**src/rtl/otter_pkg.sv**
```systemverilog
// Shared constants and types for the OTTER interrupt/CSR unit.
package otter_pkg;

    // Machine CSR addresses (ir[31:20] of a csrrw)
    localparam logic [11:0] CSR_MSTATUS = 12'h300;
    localparam logic [11:0] CSR_MTVEC   = 12'h305;
    localparam logic [11:0] CSR_MEPC    = 12'h341;
    localparam logic [11:0] CSR_MIP     = 12'h344;

    // Bit positions inside mstatus / mip
    localparam int MSTATUS_MIE  = 3;
    localparam int MSTATUS_MPIE = 7;
    localparam int MIP_MEIP     = 11;

    // Pending-interrupt latch states
    typedef enum logic {
        IDLE = 1'b0,
        PEND = 1'b1
    } pend_state_e;

endpackage

```
**src/rtl/otter_intr_csr_sync_edge_det.sv**
```systemverilog
// Multi-flop synchroniser with registered rising-edge detect.
// Reusable for any asynchronous level input (interrupt lines, buttons).
module sync_edge_det #(
    parameter int SYNC_STAGES = 2
) (
    input  logic clk,
    input  logic RST,
    input  logic d_async,
    output logic q_sync,
    output logic rise
);

    logic [SYNC_STAGES-1:0] sync_q;
    logic                   prev_q;

    // Shift the async input through the chain; keep one delayed copy of the output
    always_ff @(posedge clk) begin
        if (RST) begin
            sync_q <= '0;
            prev_q <= 1'b0;
        end else begin
            sync_q <= {sync_q[SYNC_STAGES-2:0], d_async};
            prev_q <= sync_q[SYNC_STAGES-1];
        end
    end

    // A held-high level produces a single-cycle rise only
    assign q_sync = sync_q[SYNC_STAGES-1];
    assign rise   = q_sync & ~prev_q;

endmodule

```
**src/rtl/otter_intr_csr.sv**
```systemverilog
// Interrupt request generation and machine CSRs (mstatus, mtvec, mepc, mip)
// feeding the OTTER control-unit FSM and PC-source mux.
//
// Pending latch states:
//   state | meaning
//   IDLE  | no external interrupt edge outstanding
//   PEND  | an edge has been seen and not yet taken by the FSM
module otter_intr_csr
    import otter_pkg::*;
#(
    parameter int              XLEN        = 32,
    parameter int              SYNC_STAGES = 2,
    parameter logic [XLEN-1:0] MTVEC_RST   = '0
) (
    input  logic            clk,
    input  logic            RST,
    input  logic            irq_in,
    input  logic            int_taken,
    input  logic            mret_exec,
    input  logic [XLEN-1:0] pc,
    input  logic            csr_we,
    input  logic [11:0]     csr_addr,
    input  logic [XLEN-1:0] csr_wd,
    output logic [XLEN-1:0] csr_rd,
    output logic            intr,
    output logic [XLEN-1:0] mtvec_o,
    output logic [XLEN-1:0] mepc_o,
    output logic            mie_o
);

    // Word alignment: mtvec and mepc never hold a non-zero low pair
    localparam logic [XLEN-1:0] ALIGN_MASK = {{(XLEN-2){1'b1}}, 2'b00};

    logic            irq_sync;
    logic            irq_rise;

    pend_state_e     state_q, state_d;
    logic            pend;

    logic            mie_q,   mie_d;
    logic            mpie_q,  mpie_d;
    logic [XLEN-1:0] mtvec_q, mtvec_d;
    logic [XLEN-1:0] mepc_q,  mepc_d;

    sync_edge_det #(
        .SYNC_STAGES (SYNC_STAGES)
    ) u_irq_sync (
        .clk     (clk),
        .RST     (RST),
        .d_async (irq_in),
        .q_sync  (irq_sync),
        .rise    (irq_rise)
    );

    // Pending latch state register
    always_ff @(posedge clk) begin
        if (RST) state_q <= IDLE;
        else     state_q <= state_d;
    end

    // Pending latch next state; a new edge beats int_taken so it is never lost
    always_comb begin
        state_d = state_q;
        case (state_q)
            IDLE:    if (irq_rise) state_d = PEND;
            PEND:    if (int_taken && !irq_rise) state_d = IDLE;
            default: state_d = IDLE;
        endcase
    end

    // Pending latch output decode
    always_comb begin
        pend = (state_q == PEND);
    end

    // CSR register bank
    always_ff @(posedge clk) begin
        if (RST) begin
            mie_q   <= 1'b0;
            mpie_q  <= 1'b0;
            mtvec_q <= MTVEC_RST;
            mepc_q  <= '0;
        end else begin
            mie_q   <= mie_d;
            mpie_q  <= mpie_d;
            mtvec_q <= mtvec_d;
            mepc_q  <= mepc_d;
        end
    end

    // CSR next state: trap entry beats mret beats software writes on mstatus/mepc
    always_comb begin
        mie_d   = mie_q;
        mpie_d  = mpie_q;
        mtvec_d = mtvec_q;
        mepc_d  = mepc_q;

        if (int_taken) begin
            mepc_d = pc & ALIGN_MASK;
            mpie_d = mie_q;
            mie_d  = 1'b0;
        end else if (mret_exec) begin
            mie_d  = mpie_q;
            mpie_d = 1'b1;
        end else if (csr_we) begin
            if (csr_addr == CSR_MSTATUS) begin
                mie_d  = csr_wd[MSTATUS_MIE];
                mpie_d = csr_wd[MSTATUS_MPIE];
            end
            if (csr_addr == CSR_MEPC) begin
                mepc_d = csr_wd & ALIGN_MASK;
            end
        end

        // mtvec has no hardware updater, so software writes always land
        if (csr_we && csr_addr == CSR_MTVEC) begin
            mtvec_d = csr_wd & ALIGN_MASK;
        end
    end

    // CSR read mux, showing contents before this cycle's update
    always_comb begin
        csr_rd = '0;
        case (csr_addr)
            CSR_MSTATUS: begin
                csr_rd[MSTATUS_MIE]  = mie_q;
                csr_rd[MSTATUS_MPIE] = mpie_q;
            end
            CSR_MTVEC:   csr_rd = mtvec_q;
            CSR_MEPC:    csr_rd = mepc_q;
            CSR_MIP:     csr_rd[MIP_MEIP] = pend;
            default:     csr_rd = '0;
        endcase
    end

    assign intr    = pend & mie_q;
    assign mtvec_o = mtvec_q;
    assign mepc_o  = mepc_q;
    assign mie_o   = mie_q;

endmodule

```
**config.mk**
```make
export PLATFORM = sky130hd
export DESIGN_NAME = otter_intr_csr
export DESIGN_NICKNAME = d
export VERILOG_FILES = /design/src/rtl/otter_pkg.sv /design/src/rtl/otter_intr_csr_sync_edge_det.sv /design/src/rtl/otter_intr_csr.sv
export SDC_FILE = /design/constraint.sdc
export NUM_CORES = 1
export LEC_CHECK = 0
export ABC_AREA = 1
export CAP_MARGIN = 20
export CORE_ASPECT_RATIO = 1.2
export CORE_MARGIN = 3
export CORE_UTILIZATION = 43
export CTS_CLUSTER_SIZE = 24
export DETAILED_ROUTE_END_ITERATION = 8
export PLACE_DENSITY = 0.94
export SLEW_MARGIN = 20
export SYNTH_ARGS = -nofsm -noshare
export SYNTH_HDL_FRONTEND = slang
export SYNTH_SLANG_ARGS = --single-unit
```
**constraint.sdc**
```tcl
create_clock -name clk -period 3 [get_ports clk]
set_clock_uncertainty 0.05 [all_clocks]
set_input_delay 0.6 -clock clk [delete_from_list [all_inputs] [get_ports clk]]
set_output_delay 0.6 -clock clk [all_outputs]
set_load 0.01 [all_outputs]
```
Yosys cells after proc, flatten, opt, wreduce, memory -nomap -nowiden
Cells that the tools add are included.
{"block": "totals", "reg_bits": 66, "in_bits": 82, "output_inout_bits": 98, "elab_cells": 50}
{"block": "op_classes", "n_eq_ne": 5, "n_mux": 21, "bitwise_logic": 4, "reduce_logical": 13}
{"cell": "$mux 32", "count": 4}
{"cell": "$eq 12x10->1 const B", "count": 4}
{"cell": "$pmux 20 s2", "count": 1}
{"cell": "$pmux 3 s2", "count": 3}
{"cell": "$mux 1", "count": 9}
{"cell": "$pmux 1 s3", "count": 3}
{"cell": "$reduce_bool 2->1", "count": 4}
{"cell": "$reduce_bool 3->1", "count": 2}
{"cell": "$reduce_and 2->1", "count": 2}
{"cell": "$reduce_and 3->1", "count": 1}
{"cell": "$and 1x1->1", "count": 2}
{"cell": "$logic_and 1x1->1", "count": 2}
{"cell": "$ne 2x2->1 const B", "count": 1}
{"cell": "$not 1->1", "count": 2}
{"cell": "$pmux 1 s2", "count": 1}
{"cell": "$reduce_or 2->1", "count": 1}
{"cell": "$logic_not 1->1", "count": 1}

Depth between registers and ports, before layout
Gate-level depths: netlist of the first run.
{"block": "depth", "ltp_word": 6, "ltp_mapped": 10, "ltp_nobuf": 9}

Hierarchy
From an unflattened synthesis of the first run, not the netlist that was laid out.
{"block": "hier_totals", "hier_cells": 582, "area_unflattened_um2": 3505.9}
{"module": "otter_intr_csr", "n_inst": 1, "cells_each": 572, "area_each_um2": 3419.5, "seq_area_each_um2": 1261.2}
{"module": "sync_edge_det", "n_inst": 1, "cells_each": 10, "area_each_um2": 86.3, "seq_area_each_um2": 60.1}

Worst setup path after synthesis of the first run
Ideal clock, no wire load.
{"block": "synth_path", "path_kind": "input -> output", "start": "input csr_addr[11]", "end": "output csr_rd[11]", "arrival_ns": 1.557, "slack_ns": 0.793, "path_stages": 6, "n_path_buf": 1, "path_cell_list": "nor2_1 nand2_1 nor3_4 inv_2 buf_6 o211ai_2"}
{"block": "synth_via", "elab_chain_len": 2, "word_cells_on_any_way": 4}
{"item": "from (decl)", "line": "otter_intr_csr.sv:22", "text": "input logic [11:0] csr_addr,"}
{"item": "$eq 12x10->1", "line": "otter_intr_csr.sv:124", "text": "case (csr_addr)"}
{"item": "$pmux 1 s3 *", "line": "otter_intr_csr.sv:124"}
{"item": "to (decl)", "line": "otter_intr_csr.sv:24", "text": "output logic [XLEN-1:0] csr_rd,"}
Every way passes the cells marked *; elsewhere a longest branch is shown, timed or not.

Final worst setup path of the first run
{"block": "layout_path", "start": "input csr_addr[5]", "end": "output csr_rd[7]"}
The elaborated chain is that of the path after synthesis.

==> impl_metrics.csv, run 1 <==
group,metric,value,unit
min_path,holdCritPathClass,"reg2reg",
setup_path,startpoint_type,"input pin",
route,drtIter0Drc,228,
die,die_x,87.04,µm
clock_network,htreeDepth,3,
setup_path,arrival,2270,ps
setup_path,end_kind,"output port",
power_and_ir_drop,swShare,0.2513,
clock_network,cts_made_buffers,9,
route,post_drt_wl_per_cell,14.96,µm
power_and_ir_drop,p_leak,2.538,nW
clock_network,clk_latency,320,ps
synth,synth_ff_type,"dfxtp_1",
route,antenna_left,0,
synth,synth-edff-count,0,
setup_path,rr_startpoint,"mie_o$_SDFFE_PP0P_",
clock_network,cts.sinks,66,
synth,synth_top_area_frac,0.3900,
synth,ys_seq_area_frac,0.3900,
setup_path,path_cells,"clkdlybuf4s50_1 > nor2_1 > nand3b_1 > nor3_4 > inv_4 > buf_4 > o211ai_2 > dlygate4sd2_1",
route,dr.pass1.iters,5,
clock_network,clockBufferDepth,2,
synth,yosys.cell_count.top_type,"nand2_1",
die,pin_count,180,
synth,synth-seq-cells,66,
grt,overflow,0,
die,start_util,0.4551,
grt,first_global_vias,4039,
min_path,min_delay_worst_endpoint,"u_irq_sync.sync_q[1]$_SDFF_PP0_",
grt,grt_max_degree,45,
power_and_ir_drop,p_sw,0.4858,mW
min_path,min_path_cells,2,
grt,grt_pass1_wl,18.48,mm
power_and_ir_drop,p_comb_frac,0.175,
min_path,hold_start,"u_irq_sync.sync_q[0]$_SDFF_PP0_",
grt,use_met1,0.2832,
setup_path,worst-path-buf-inv,4,
setup_path,critPathSlowestCell,"clkdlybuf4s50_1",
sta,hold_viol,0,
synth,async_reset_ff_frac,0,
setup_path,critical_path_class,"in2out",
route,avgViaCountPerCell,5.198,
synth,yosys-top-cells-count,"nand2_1 (149), nor2_1 (103), dfxtp_1 (66), o21ai_0 (37), nand3_1 (35)",
synth,yosys_warnings,0,
route,vias,4070,
clock_network,clk_pin_slew,70,ps
sta,timing.fmax,0.3424,GHz
sta,final_max_slew_viol_count,0,
setup_path,slowest_delay,400,ps
route,post-route-drc-count,0,
setup_path,r2r_end,"mpie_q$_SDFFE_PP0P_",
sta,tightest_slew,557.4,ps
synth,ys_types,26,
sta,layout_min_cycle_time,2920,ps
sta,rsz0062_at_grt,"no",
power_and_ir_drop,p_total,1.933,mW
setup_path,rrSetupSlack,2000,ps
sta,finalCritPeriodShare,0.9734,
grt,grt_antenna_before_repair,0,
die,die_y,103.2,µm
grt,grt_use_met3,0.05309,
route,drt_wl_total,11.72,mm
place,io_buffer_count,169,
power_and_ir_drop,internal_power,1.448,mW
clock_network,ctsHoldBuffers,0,
clock_network,cts_tree,"built",
power_and_ir_drop,seqPwrFrac,0.480,
synth,netlist_top_cells_area,"dfxtp_1 (39%), nand2_1 (17%), nor2_1 (11%), o21ai_0 (5.5%), nand3_1 (5.2%)",
layout,final_util,0.7202,
die,core,7445,µm²
clock_network,root_buffer,"clkbuf_8",
flow_run,cap_violations,0,
grt,busiest_layer,"met2",
setup_path,crit_family,"buffers and inverters",
die,dieArea,8985,µm²
grt,met2_usage,0.4722,
power_and_ir_drop,power.clock.fraction,0.345,
synth,synthCells,519,
run_status,outcome,"finished clean",
synth,synth.avg_cell_area,6.528,µm²
layout,layout-drive-gt1-share,0.08802,
layout,syn_to_final_growth,58.23,%
power_and_ir_drop,ir_worst_vdd,0.0002621,V
layout,antenna_cells,0,
sta,max_slew_margin,0.6278,
place,dp_hpwl,8.518,mm
layout,nets,772,
die,rows,34,
power_and_ir_drop,power_density,360.6,nW/µm²
sta,setup_violations,0,
setup_path,crit_required,2350,ps
setup_path,path_max_fanout,9,
synth,netlist_area,3388,µm²
setup_path,reg2reg_depth,4,
synth,synth_top_area_cell,"dfxtp_1",
place,gp_congestion,0.8874,
grt,track_usage,0.2616,
-- flip-flops by register name (all words and copies together) (netlist names) --
name / flops
u_irq_sync.sync_q: 2
mie_o: 1
mpie_q: 1
u_irq_sync.prev_q: 1
pend: 1
mtvec_o: 30
mepc_o: 30
-- power groups by stage --
stage | clock network, mW | logic [mW] | registers [mW]
after global routing | 0.719 | 0.370 | 0.930
final | 0.667 | 0.338 | 0.928
after global placement | 0 | 0.325 | 0.945
after CTS | 0.682 | 0.337 | 0.928
after floorplan | 0 | 0.135 | 0.956
after detailed placement | 0 | 0.335 | 0.947
-- routing by layer --
layer | wire length, µm | up-vias
li1 | - | 1977
met1 | 4228 | 1832
met2 | 6218 | 236
met3 | 982 | 25
met4 | 287 | 0
met5 | 0 | -
-- cells by family (layout without fill, tap and decap cells) --
kind of cell,count (synthesis),after routing,share of synthesized area
AO/OA/AOI/OAI,82,82,0.1529
AND/OR/NAND/NOR,298,298,0.3571
other,1,6,0.001107
flip-flops,66,66,0.3900
buffers and inverters,72,241,0.09896
-- what timing repair did --
item / 4_1_cts / 5_1_grt
setup buffers: 3 / 0
gates resized for setup: 37 / 0
setup endpoints to repair: 30 / 0
-- worst max path at each step --
stage                     slack (ps)    endpoint  cells after the start          from
final                             80   csr_rd[7]                      8   csr_addr[5]
after global routing               5  csr_rd[18]                      9   csr_addr[0]
after CTS                         70  csr_rd[18]                      8   csr_addr[5]
after detailed placement        -210  csr_rd[26]                      8   csr_addr[0]
after global placement          -150  csr_rd[30]                     10   csr_addr[9]
after floorplan                  790  csr_rd[11]                      6  csr_addr[11]
-- cells in the final DEF (no fill, tap or decap), drive strengths merged --
master,n
nand4,1
clkdlybuf4s50,139
nand3b,2
nor3,2
clkinvlp,1
nand3,36
clkinv,1
o31ai,1
dlygate4sd2,30
o21ai,45
dfxtp,66
conb,6
a21oi,18
nand2,151
buf,24
o211ai,2
inv,34
a22o,16
nor2,106
clkbuf,12
-- worst register-to-register path, cell delays in order (launching register included) --
cell and delay, ps:
dfxtp_1 390, inv_1 80, o21ai_0 190, nand3_1 110, a21oi_1 130
-- area by class of cell --
class | count | area [µm²]
repair buffers | 193 | 1867
inverters | 34 | 130.1
clock buffers | 12 | 165.2
multi-input cells | 386 | 1753
fillers | 580 | 2083
clock inverters | 2 | 12.51
well taps | 90 | 112.6
flip-flops and latches | 66 | 1321
-- per-stage QoR --
stage | hold slack, ps | worst slack, ps | setup TNS (ps) | instances | area, µm²
final | 357.4 | 79.77 | 0 | 783 | 5361
after global routing | 366.5 | 5.424 | 0 | 783 | 5361
after global placement | 349.6 | -150.1 | -3363 | 766 | 5186
after detailed placement | 349.2 | -205.7 | -4900 | 766 | 5186
after CTS | 358.7 | 69.34 | 0 | 783 | 5361
after floorplan | 338.3 | 793.2 | 0 | 524 | 3407
No activity file was read; power rests on OpenSTA's default activity.
==> run 2, diff against run 1 <==
--- a/config.mk
+++ b/config.mk
@@ -13,6 +13,7 @@
 export CTS_CLUSTER_SIZE = 24
 export DETAILED_ROUTE_END_ITERATION = 8
 export PLACE_DENSITY = 0.94
+export SKIP_LAST_GASP = 1
 export SLEW_MARGIN = 20
 export SYNTH_ARGS = -nofsm -noshare
 export SYNTH_HDL_FRONTEND = slang
==> impl_metrics.csv, run 2 (synthesized netlist as in run 1, its figures left out) <==
group,metric,value,unit
grt,grt_pass1_wl,18.42,mm
grt,overflow,0,
setup_path,critPathSlowestCell,"clkdlybuf4s50_1",
place,gp_congestion,0.8874,
clock_network,cts_tree,"built",
setup_path,slowest_delay,540,ps
layout,antenna_cells,0,
layout,mostFrequentLayoutCells,"clkdlybuf4s50_1 (155), nand2_1 (148), nor2_1 (103)",
sta,setup_ws,-133.5,ps
setup_path,r2r_end,"mpie_q$_SDFFE_PP0P_",
setup_path,startpoint_type,"input pin",
setup_path,path_cells,"clkdlybuf4s50_1 > nor2_1 > nand3b_1 > nor3_4 > buf_8 > a22o_1 > clkdlybuf4s50_1",
layout,nets,772,
die,dieArea,8985,µm²
place,placed_cells,766,
setup_path,path_max_fanout,17,
sta,rsz0062_at_grt,"yes",
route,avgViaCountPerCell,5.146,
power_and_ir_drop,p_total,1.931,mW
sta,timing.fmax,0.3191,GHz
sta,tightest_slew,542.1,ps
grt,track_usage,0.2610,
sta,final_max_slew_viol_count,0,
layout,layout-drive-gt1-share,0.08947,
grt,use_met1,0.2817,
setup_path,crit_required,2350,ps
sta,max_slew_margin,0.6381,
sta,layout_min_cycle_time,3134,ps
min_path,holdCritPathClass,"reg2reg",
die,die_x,87.04,µm
route,antenna_left,0,
setup_path,endpoint,"csr_rd[23]",
setup_path,end_kind,"output port",
sta,hold_ws,356.3,ps
run_status,violations,"negative setup slack",
layout,final_util,0.7235,
clock_network,clk_latency,320,ps
layout,syn_to_final_growth,58.97,%
setup_path,critPathMostFrequentCell,"clkdlybuf4s50_1",
sta,finalCritPeriodShare,1.045,
die,pin_count,180,
place,dp_hpwl,8.518,mm
power_and_ir_drop,power_density,358.5,nW/µm²
layout,fin_area,5386,µm²
setup_path,rrSetupSlack,2010,ps
die,rows,34,
route,post-route-drc-count,0,
clock_network,clockBufferDepth,2,
place,place_area,5186,µm²
die,start_util,0.4551,
run_status,outcome,"finished, violations left",
power_and_ir_drop,ir_worst_vdd,0.0002609,V
sta,setup_tns,-1825,ps
place,dp_slack,-205.7,ps
route,drtIter0Drc,230,
grt,grt_use_met3,0.05309,
layout,instances_no_fill,783,
setup_path,startpoint,"csr_addr[5]",
setup_path,arrival,2480,ps
sta,setup_violations,16,
place,io_buffer_count,169,
grt,busiest_layer,"met2",
grt,first_global_vias,4036,
clock_network,root_buffer,"clkbuf_8",
power_and_ir_drop,p_leak,2.468,nW
route,dr.pass1.iters,5,
setup_path,rr_startpoint,"mie_o$_SDFFE_PP0P_",
route,post_drt_wl_per_cell,14.92,µm
die,die_y,103.2,µm
setup_path,reg2reg_depth,4,
layout,layout_commonest_cell,"clkdlybuf4s50_1",
clock_network,cts_made_buffers,9,
clock_network,htreeDepth,3,
clock_network,cts.sinks,66,
grt,grt_antenna_before_repair,0,
grt,grt_max_degree,45,
sta,hold_viol,0,
route,drt_wl_total,11.69,mm
setup_path,critical_path_class,"in2out",
clock_network,clk_pin_slew,70,ps
route,vias,4029,
die,core,7445,µm²
flow_run,cap_violations,0,
grt,met2_usage,0.4717,
clock_network,ctsHoldBuffers,0,
## run 2: cell count changes in the layout (fill, tap and decap cells not counted)
| cell | change |
|---|---|
| buf_6 | -1 |
| clkbuf_2 | +1 |
| dlymetal6s2s_1 | +1 |
| dlygate4sd2_1 | -19 |
| clkdlybuf4s15_1 | +1 |
| buf_8 | +1 |
| clkdlybuf4s50_1 | +16 |
## run 2: worst max-delay path, delay by kind of cell
kind	cells	cell delay, ps
buffers and inverters	3	1150
AOI/OAI and AO/OA	1	150
and+or+nand+nor	3	570
## run 2: worst min-delay path by stage
| stage | slack (ps) | endpoint | cells past startpoint | from |
|---|---|---|---|---|
| final | 360 | u_irq_sync.sync_q[1]$_SDFF_PP0_ | 2 | u_irq_sync.sync_q[0]$_SDFF_PP0_ |
| after global placement | 350 | u_irq_sync.sync_q[1]$_SDFF_PP0_ | 2 | u_irq_sync.sync_q[0]$_SDFF_PP0_ |
| after floorplan | 340 | u_irq_sync.sync_q[1]$_SDFF_PP0_ | 2 | u_irq_sync.sync_q[0]$_SDFF_PP0_ |
| after global routing | 370 | u_irq_sync.sync_q[1]$_SDFF_PP0_ | 2 | u_irq_sync.sync_q[0]$_SDFF_PP0_ |
| after CTS | 360 | u_irq_sync.sync_q[1]$_SDFF_PP0_ | 2 | u_irq_sync.sync_q[0]$_SDFF_PP0_ |
| after detailed placement | 350 | u_irq_sync.sync_q[1]$_SDFF_PP0_ | 2 | u_irq_sync.sync_q[0]$_SDFF_PP0_ |
## run 2: area by class of cell
type,count,area (µm²)
clock buffers,12,165.2
multi-input cells,386,1753
repair buffers,193,1892
flip-flops and latches,66,1321
inverters,34,130.1
clock inverters,2,12.51
fillers,571,2058
well taps,90,112.6
## run 2: what timing repair did
item                                    CTS  global route
gates resized for setup                  18             7
buffers inserted                          3             0
pin swaps                                 1             0
endpoints found under the hold margin     0             0
cloned                                    0             0
endpoints found under the setup margin   30            23
## run 2: power by group
part           switching (mW)  leakage (nW)  internal (mW)
combinational           0.154          1.84          0.184
sequential             0.0213         0.539          0.907
clock                   0.308        0.0903          0.358
## run 2: routing by layer
metal,wire [µm],up-vias
met1,4214,1814
li1,-,1973
met2,6174,219
met3,1028,23
met4,267,0
met5,0,-
==> run 3, diff against run 2 <==
--- a/config.mk
+++ b/config.mk
@@ -12,7 +12,9 @@
 export CORE_UTILIZATION = 43
 export CTS_CLUSTER_SIZE = 24
 export DETAILED_ROUTE_END_ITERATION = 8
+export HOLD_SLACK_MARGIN = 0.02
 export PLACE_DENSITY = 0.94
+export SETUP_SLACK_MARGIN = 0.02
 export SKIP_LAST_GASP = 1
 export SLEW_MARGIN = 20
 export SYNTH_ARGS = -nofsm -noshare
==> impl_metrics.csv, run 3 (synthesized netlist as in run 1, its figures left out) <==
group,metric,value,unit
clock_network,cts_tree,"built",
grt,grt_pass1_wl,18.42,mm
setup_path,end_kind,"output port",
die,core,7445,µm²
run_status,violations,"negative setup slack",
grt,grt_antenna_before_repair,0,
grt,first_global_vias,4036,
clock_network,cts.sinks,66,
die,die_y,103.2,µm
grt,overflow,0,
place,gp_congestion,0.8874,
place,place_area,5186,µm²
layout,fin_area,5383,µm²
power_and_ir_drop,swShare,0.2503,
layout,mostFrequentLayoutCells,"clkdlybuf4s50_1 (155), nand2_1 (148), nor2_1 (103)",
route,drt_wl_total,11.75,mm
min_path,holdCritPathClass,"reg2reg",
power_and_ir_drop,internal_power,1.448,mW
layout,antenna_cells,0,
place,placed_cells,766,
clock_network,root_buffer,"clkbuf_8",
setup_path,rrSetupSlack,2000,ps
layout,instances_no_fill,783,
sta,hold_viol,0,
clock_network,clockBufferDepth,2,
power_and_ir_drop,p_comb_frac,0.175,
route,antenna_left,0,
route,avgViaCountPerCell,5.156,
setup_path,crit_required,2350,ps
sta,layout_min_cycle_time,3150,ps
layout,syn_to_final_growth,58.86,%
layout,layout_commonest_cell,"clkdlybuf4s50_1",
power_and_ir_drop,p_sw,0.4834,mW
sta,rsz0062_at_grt,"yes",
power_and_ir_drop,p_leak,2.465,nW
flow_run,cap_violations,0,
setup_path,reg2reg_depth,4,
route,dr.pass1.iters,5,
setup_path,startpoint_type,"input pin",
die,rows,34,
clock_network,clk_latency,320,ps
route,post-route-drc-count,0,
route,drtIter0Drc,225,
sta,setup_violations,16,
die,pin_count,180,
power_and_ir_drop,power.clock.fraction,0.344,
route,post_drt_wl_per_cell,15.00,µm
setup_path,r2r_end,"mpie_q$_SDFFE_PP0P_",
layout,layout-drive-gt1-share,0.09091,
setup_path,critical_path_class,"in2out",
sta,timing.fmax,0.3174,GHz
power_and_ir_drop,seqPwrFrac,0.480,
min_path,hold_start,"u_irq_sync.sync_q[0]$_SDFF_PP0_",
place,dp_hpwl,8.518,mm
setup_path,critPathMostFrequentCell,"clkdlybuf4s50_1",
setup_path,crit_family,"buffers and inverters",
setup_path,path_cells,"clkdlybuf4s50_1 > inv_2 > nor2_2 > nand2_2 > nor3_4 > buf_8 > a22o_1 > clkdlybuf4s50_1",
sta,max_slew_margin,0.6306,
min_path,min_delay_worst_endpoint,"u_irq_sync.sync_q[1]$_SDFF_PP0_",
setup_path,slowest_delay,550,ps
setup_path,worst-path-buf-inv,4,
sta,finalCritPeriodShare,1.050,
sta,setup_ws,-150.3,ps
grt,grt_max_degree,45,
layout,nets,772,
place,io_buffer_count,169,
clock_network,htreeDepth,3,
sta,final_max_slew_viol_count,0,
setup_path,rr_startpoint,"mie_o$_SDFFE_PP0P_",
power_and_ir_drop,p_total,1.931,mW
die,die_x,87.04,µm
die,start_util,0.4551,
sta,tightest_slew,553.3,ps
clock_network,clk_pin_slew,70,ps
clock_network,cts_made_buffers,9,
route,vias,4037,
power_and_ir_drop,power_density,358.7,nW/µm²
min_path,min_path_cells,2,
setup_path,path_max_fanout,17,
setup_path,critPathSlowestCell,"clkdlybuf4s50_1",
grt,track_usage,0.2610,
run_status,outcome,"finished, violations left",
setup_path,arrival,2500,ps
die,dieArea,8985,µm²
power_and_ir_drop,ir_worst_vdd,0.0002622,V
## run 3: cell count changes in the layout (fill, tap and decap cells not counted)
| cell | before | now |
|---|---|---|
| clkbuf_2 | 1 | 2 |
| dlygate4sd2_1 | 11 | 10 |
## run 3: layout make-up
cell class	instances	area (µm²)
flip-flops and latches	66	1321
inverters	34	130.1
repair buffers	193	1888
multi-input cells	386	1753
clock inverters	2	12.51
fillers	571	2062
well taps	90	112.6
clock buffers	12	165.2
## run 3: how the worst max path moves through the flow
stage	end	start	depth (start not counted)
final	csr_rd[23]	csr_addr[0]	8
after global routing	csr_rd[3]	csr_addr[0]	9
after CTS	csr_rd[26]	csr_addr[9]	8
after detailed placement	csr_rd[26]	csr_addr[0]	8
after global placement	csr_rd[30]	csr_addr[9]	10
after floorplan	csr_rd[11]	csr_addr[11]	6
## run 3: power groups by stage
stage	sequential [mW]	combinational, mW	clock [mW]
final	0.928	0.338	0.665
after global routing	0.930	0.370	0.719
after floorplan	0.956	0.135	0
after CTS	0.928	0.337	0.682
after global placement	0.945	0.325	0
after detailed placement	0.947	0.335	0
## run 3: repair_timing
item | 4_1_cts | 5_1_grt
buffers inserted | 3 | 0
endpoints found under the setup margin | 30 | 30
cloned | 0 | 0
pin swaps | 1 | 0
gates resized for setup | 18 | 9
hold buffers | 0 | 0
## run 3: tightest hold or removal path: cells and delay by family (launching register included)
kind                   cells  cell delay (ps)
flip-flops                 1              300
AND/OR/NAND/NOR            1               30
buffers and inverters      1               40
## run 3: through the flow
stage | setup WS, ps | TNS (ps) | hold slack, ps | utilization
after floorplan | 793.2 | 0 | 338.3 | -
after CTS | -163.9 | -2213 | 358.7 | 0.7227
after detailed placement | -205.7 | -4900 | 349.2 | 0.6966
after global placement | -150.1 | -3363 | 349.6 | 0.6966
final | -150.3 | -1913 | 356.9 | 0.7230
after global routing | -216.0 | -3004 | 366.5 | 0.7230
## run 3: per-layer routing
layer / vias up / GRT usage / wire [µm]
met5: - / 0 / 0
li1: 1974 / - / -
met4: 0 / 0.1475 / 288
met2: 222 / 0.4717 / 6210
met3: 23 / 0.05309 / 961
met1: 1818 / 0.2817 / 4285
